**src/rtl/button_pkg.sv**
```systemverilog
// Shared types and helpers for the push-button event classifier.
package button_pkg;

    typedef enum logic [2:0] {
        IDLE,
        PRESSED,
        LONG_HELD,
        WAIT_GAP,
        SECOND
    } btn_state_t;

    // Counter must hold the larger of the two thresholds.
    function automatic int cnt_width(input int long_cycles, input int gap_cycles);
        int m;
        m = (long_cycles > gap_cycles) ? long_cycles : gap_cycles;
        return $clog2(m + 1);
    endfunction

endpackage

```
**src/rtl/button_event_edge_detect.sv**
```systemverilog
// Registered edge detector for a level already synchronous to clk.
module edge_detect (
    input  logic clk,
    input  logic reset,
    input  logic level,
    output logic rise,
    output logic fall
);

    logic btn_prev;

    always_ff @(posedge clk or posedge reset) begin
        if (reset) btn_prev <= 1'b0;
        else       btn_prev <= level;
    end

    assign rise = level & ~btn_prev;
    assign fall = ~level & btn_prev;

endmodule

```
**src/rtl/button_event.sv**
```systemverilog
// Turns a debounced button level into press/release/short/long/double pulses.
//  state     | meaning
//  IDLE      | released, nothing pending
//  PRESSED   | first press held, timing toward long press
//  LONG_HELD | long press reported, waiting for release
//  WAIT_GAP  | first press released, waiting for a second press
//  SECOND    | second press of a double click held
module button_event
    import button_pkg::*;
#(
    parameter int LONG_CYCLES = 1000,
    parameter int GAP_CYCLES  = 300
) (
    input  logic clk,
    input  logic reset,
    input  logic btn_in,
    output logic press_pulse,
    output logic release_pulse,
    output logic short_pulse,
    output logic long_pulse,
    output logic double_pulse
);

    localparam int CW = cnt_width(LONG_CYCLES, GAP_CYCLES);
    localparam logic [CW-1:0] LONG_LAST = CW'(LONG_CYCLES - 1);
    localparam logic [CW-1:0] GAP_LAST  = CW'(GAP_CYCLES - 1);
    localparam logic [CW-1:0] CNT_MAX   = '1;

    generate
        if (LONG_CYCLES < 2) begin : g_bad_long
            $error("button_event: LONG_CYCLES must be >= 2");
        end
        if (GAP_CYCLES < 2) begin : g_bad_gap
            $error("button_event: GAP_CYCLES must be >= 2");
        end
    endgenerate

    btn_state_t    state, state_next;
    logic [CW-1:0] cnt;
    logic          rise, fall;
    logic          long_hit, gap_hit;
    logic          press_d, release_d, short_d, long_d, double_d;

    edge_detect u_edge (
        .clk   (clk),
        .reset (reset),
        .level (btn_in),
        .rise  (rise),
        .fall  (fall)
    );

    assign long_hit = (cnt == LONG_LAST) &&  btn_in;
    assign gap_hit  = (cnt == GAP_LAST)  && !btn_in;

    always_ff @(posedge clk or posedge reset) begin
        if (reset) begin
            state         <= IDLE;
            cnt           <= '0;
            press_pulse   <= 1'b0;
            release_pulse <= 1'b0;
            short_pulse   <= 1'b0;
            long_pulse    <= 1'b0;
            double_pulse  <= 1'b0;
        end else begin
            state <= state_next;
            // Only the two timing states count; saturation keeps cnt from wrapping.
            if (state_next != state)
                cnt <= '0;
            else if ((state == PRESSED || state == WAIT_GAP) && cnt != CNT_MAX)
                cnt <= cnt + CW'(1);
            press_pulse   <= press_d;
            release_pulse <= release_d;
            short_pulse   <= short_d;
            long_pulse    <= long_d;
            double_pulse  <= double_d;
        end
    end

    always_comb begin
        state_next = state;
        case (state)
            IDLE:      if (rise) state_next = PRESSED;
            PRESSED: begin
                if (fall)          state_next = WAIT_GAP;
                else if (long_hit) state_next = LONG_HELD;
            end
            LONG_HELD: if (fall) state_next = IDLE;
            WAIT_GAP: begin
                if (rise)         state_next = SECOND;
                else if (gap_hit) state_next = IDLE;
            end
            SECOND:    if (fall) state_next = IDLE;
            default:   state_next = IDLE;
        endcase
    end

    // A rise at the gap-expiry edge wins over the short click.
    always_comb begin
        press_d   = rise;
        release_d = fall;
        long_d    = (state == PRESSED)  && long_hit;
        double_d  = (state == WAIT_GAP) && rise;
        short_d   = (state == WAIT_GAP) && !rise && gap_hit;
    end

endmodule

```
**config.mk**
```make
export PLATFORM = sky130hd
export DESIGN_NAME = button_event
export DESIGN_NICKNAME = d
export VERILOG_FILES = /design/src/rtl/button_pkg.sv /design/src/rtl/button_event_edge_detect.sv /design/src/rtl/button_event.sv
export SDC_FILE = /design/constraint.sdc
export NUM_CORES = 1
export LEC_CHECK = 0
export CORE_MARGIN = 2
export CORE_UTILIZATION = 35
export CTS_CLUSTER_DIAMETER = 100
export DETAILED_ROUTE_END_ITERATION = 8
export GPL_TIMING_DRIVEN = 0
export PLACE_DENSITY = 0.61
export SYNTH_ARGS = -nofsm -noshare
export SYNTH_HDL_FRONTEND = slang
export SYNTH_SLANG_ARGS = --single-unit
```
**constraint.sdc**
```tcl
create_clock -name clk -period 2.48 [get_ports clk]
set_clock_uncertainty 0.2 [all_clocks]
set_input_delay 0.496 -clock clk [delete_from_list [all_inputs] [get_ports clk]]
set_output_delay 0.496 -clock clk [all_outputs]
set_load 0.03 [all_outputs]
```
==> results by group, run 1 <==
Setup path
  • Reg-to-Reg Start: cnt[2]
  • CP Cell Sequence: clkdlybuf4s50_1 -> or4b_1 -> or4_4 -> a22oi_2 -> a22oi_1
  • Worst R2R Path Depth: 4
  • Arr. time, crit path: 2.37 ns
  • WS Path Type: input port to flip-flop
  • Crit start category: input port
  • Crit path max-delay cell type: clkdlybuf4s50_1
  • R2R Path End: cnt[8]
  • Element type at the critical path end: flip-flop
  • Crit-path max cell delay: 0.48 ns
  • Worst endpoint required time: 2.45 ns
  • R2R setup slack: 0.26 ns
  • Worst Path Max Fanout: 5

Final layout
  • Share of layout cells above drive strength 1: 9.09%
  • Final-stage net count: 115
  • Cell area after layout: 1140 sq um
  • ANT cells: 0
  • Final Non-Filler Cells: 141
  • Area Overhead vs Synth: 14.8%

Routing
  • Antenna-violating nets left: 0
  • Vias per cell: 5.85
  • Via count: 825
  • DR WL/cell: 14.3 um
  • Routed Wire Length: 2020 um
  • Initial DRC Count: 25
  • Post-route DRC: 0
  • 1st-pass router iterations: 4

Global route
  • GR Util All Layers: 13.3%
  • Antenna violations before repair: 0
  • Vias in the first global route: 789
  • Largest net degree at the start of global routing: 20
  • Wire length of the first global-routing pass: 3430 um
  • Total gr overflow: 0

Power and ir drop
  • LEAKAGE: 0.489 nW
  • Sequential power share: 43.9%
  • Worst IR Drop VDD: 0.526 mV
  • Power Dens Cells: 761 nW/um^2
  • P_sw: 0.332 mW
  • Sw Share: 38.2%
  • Clock Power Share: 18.1%
  • P_int: 0.538 mW
  • Combinational power share: 38.0%

Yosys
  • Synth cell count leaders: 19 x dfrtp_1, 9 x a21oi_1, 5 x and3_1, 5 x nand2_1, 5 x nor2_1
  • Yosys Warn Count: 0
  • Syn_area_per_cell: 10.2 sq um
  • FFs w/ async S/R, synth: 100%
  • Cells after Synth: 98
  • Seq/Total Area, Yosys: 47.7%
  • Post-synth EDFFs: 0
  • Syn_nets: 102
  • Yosys reg bits: 19
  • Dominant cell type by area after synthesis: dfrtp_1
  • Yosys cell types: 40
  • Post-synth top flop: dfrtp_1
  • Netlist Area Pre-Place: 997 sq um
  • Top cells by area, synth: dfrtp_1 48%, a21oi_1 4.5%, and3_1 3.1%
  • Cell with the most instances after synthesis: dfrtp_1
  • Synth top area share: 47.7%

Clocking
  • TritonCTS Sinks: 19
  • Postcts setup bufs: 0
  • TritonCTS Buffers: 3
  • Resize count post-CTS: 0
  • Worst-path clk slew: 0.10 ns
  • Clk_lat worst skew: 0.30 ns
  • H-tree depth: 1
  • Clock root buffer master: clkbuf_4
  • CTS tree: done
  • Clock buffer depth: 2

Placement
  • DPL Wire Length: 1370 um
  • Cells after DPL: 136
  • DP Area: 1110 sq um
  • Final GP Congestion: 0.838
  • PortBufs: 7

Timing
  • Achievable clock frequency: 415 MHz
  • Worst-Margin Slew: 0.709 ns
  • RSZ-0062 raised after global routing: false
  • Rel. slew slack: 52.7%
  • Tmin final: 2.41 ns
  • Slew Limit Fails: 0
  • Setup-failing EPs final: 0
  • Period Utilization, post-route: 97.1%
  • Fin. Hold Viols: 0

Die
  • Die ar.: 3290 sq um
  • CORE AREA: 2730 sq um
  • Top-Level Pins: 8
  • Die width: 57.4 um
  • Die height: 57.4 um
  • Rows: 19
  • Initial Utilization: 36.5%

Worst hold path
  • Hold Path End: release_pulse
  • Min-Delay Path Class: flip-flop to flip-flop
  • Beginning of the worst hold path: u_edge.btn_prev
  • Hold path depth: 1

Run
  • MaxCap Viol Count: 0

Status
  • Status: complete, no violations
[critical path: cells and delay by family]
family | cells | cell delay, ns
buffers and inverters | 1 | 0.48
AND/OR/NAND/NOR | 2 | 0.95
AO/OA/AOI/OAI | 2 | 0.45
[kinds of logic (layout without fill, tap and decap cells)]
group	Yosys count	in the layout	share of synthesized area, %
AO/OA/AOI/OAI	29	30	20.7
XOR/XNOR	3	3	2.64
adder cells (fa/ha/maj)	1	1	1.25
buffers and inverters	8	19	3.51
flip-flops	19	19	47.7
multiplexers	2	2	2.01
AND/OR/NAND/NOR	36	36	22.2
[routing by layer]
layer	up-vias	global-route usage, %	share of wire (%)
met5	-	0	0
met2	25	20.8	46
met3	4	5.90	6.6
met1	400	16.4	46
li1	396	-	-
met4	0	4.65	0.89
[registers in the layout, summed over array words and instances, names as in the netlist]
| name | cells |
|---|---|
| short_pulse | 1 |
| press_pulse | 1 |
| release_pulse | 1 |
| u_edge.btn_prev | 1 |
| cnt | 10 |
| state | 3 |
| long_pulse | 1 |
| double_pulse | 1 |
[worst max path at each step]
stage                     startpoint       end  slack [ns]  depth (start not counted)
after floorplan               btn_in    cnt[3]        0.40                          4
after global placement        btn_in    cnt[3]       -0.26                          5
after detailed placement      btn_in    cnt[3]       -0.25                          5
after CTS                     btn_in    cnt[3]        0.08                          5
after global routing          btn_in  state[1]       0.005                          5
final                         btn_in    cnt[8]        0.07                          5
[power by group through the flow]
stage / clock [mW] / combinational [mW] / sequential (mW)
2_1_floorplan: 0 / 0.238 / 0.386
4_1_cts: 0.165 / 0.308 / 0.382
6_report: 0.158 / 0.331 / 0.383
3_5_place_dp: 0 / 0.307 / 0.389
3_3_place_gp: 0 / 0.307 / 0.386
5_1_grt: 0.177 / 0.375 / 0.388
[repair_timing]
action                                 CTS  global route
hold buffers                             0             0
setup endpoints to repair                0             2
endpoints found under the hold margin    0             0
[cell usage in the layout (no fill, tap or decap), types with 2 or more instances in the layout]
| cell | count |
|---|---|
| clkbuf_4 | 3 |
| nor2b_1 | 2 |
| xor2_1 | 2 |
| nand3_1 | 3 |
| and3_1 | 5 |
| a221oi_1 | 3 |
| clkdlybuf4s50_1 | 7 |
| a22oi_1 | 3 |
| clkbuf_1 | 2 |
| o21ai_0 | 4 |
| dfrtp_1 | 19 |
| nor4_1 | 2 |
| o31ai_1 | 3 |
| a21oi_1 | 9 |
| or4_1 | 2 |
| nor2_1 | 5 |
| nand2_1 | 5 |
| mux2i_1 | 2 |
| inv_1 | 4 |
| nand2b_1 | 2 |
[through the flow]
| stage | hold WS (ns) | setup slack [ns] | utilization [%] | total power [mW] | TNS, ns |
|---|---|---|---|---|---|
| 2_1_floorplan | 0.247 | 0.395 | - | 0.624 | 0 |
| 3_3_place_gp | 0.360 | -0.260 | 40.5 | 0.694 | -2.61 |
| 3_5_place_dp | 0.362 | -0.246 | 40.5 | 0.696 | -2.49 |
| 4_1_cts | 0.374 | 0.0832 | 41.4 | 0.856 | 0 |
| 5_1_grt | 0.404 | 0.00452 | 41.9 | 0.940 | 0 |
| 6_report | 0.378 | 0.0718 | 41.9 | 0.871 | 0 |
[area by class of cell]
cell class,count,area [sq um]
fillers,276,1590
multi-input cells,72,499
flip-flops and latches,19,475
repair buffers,7,70.1
well taps,31,38.8
clock buffers,4,26.3
plain buffers,4,20.0
inverters,4,15.0
(Power assumes the default switching activity.)
==> run 2: changes to the inputs <==
- CTS_CLUSTER_SIZE: default -> 25
==> results of run 2 <==
Final layout, timing and power as in run 1 (identical DEF).
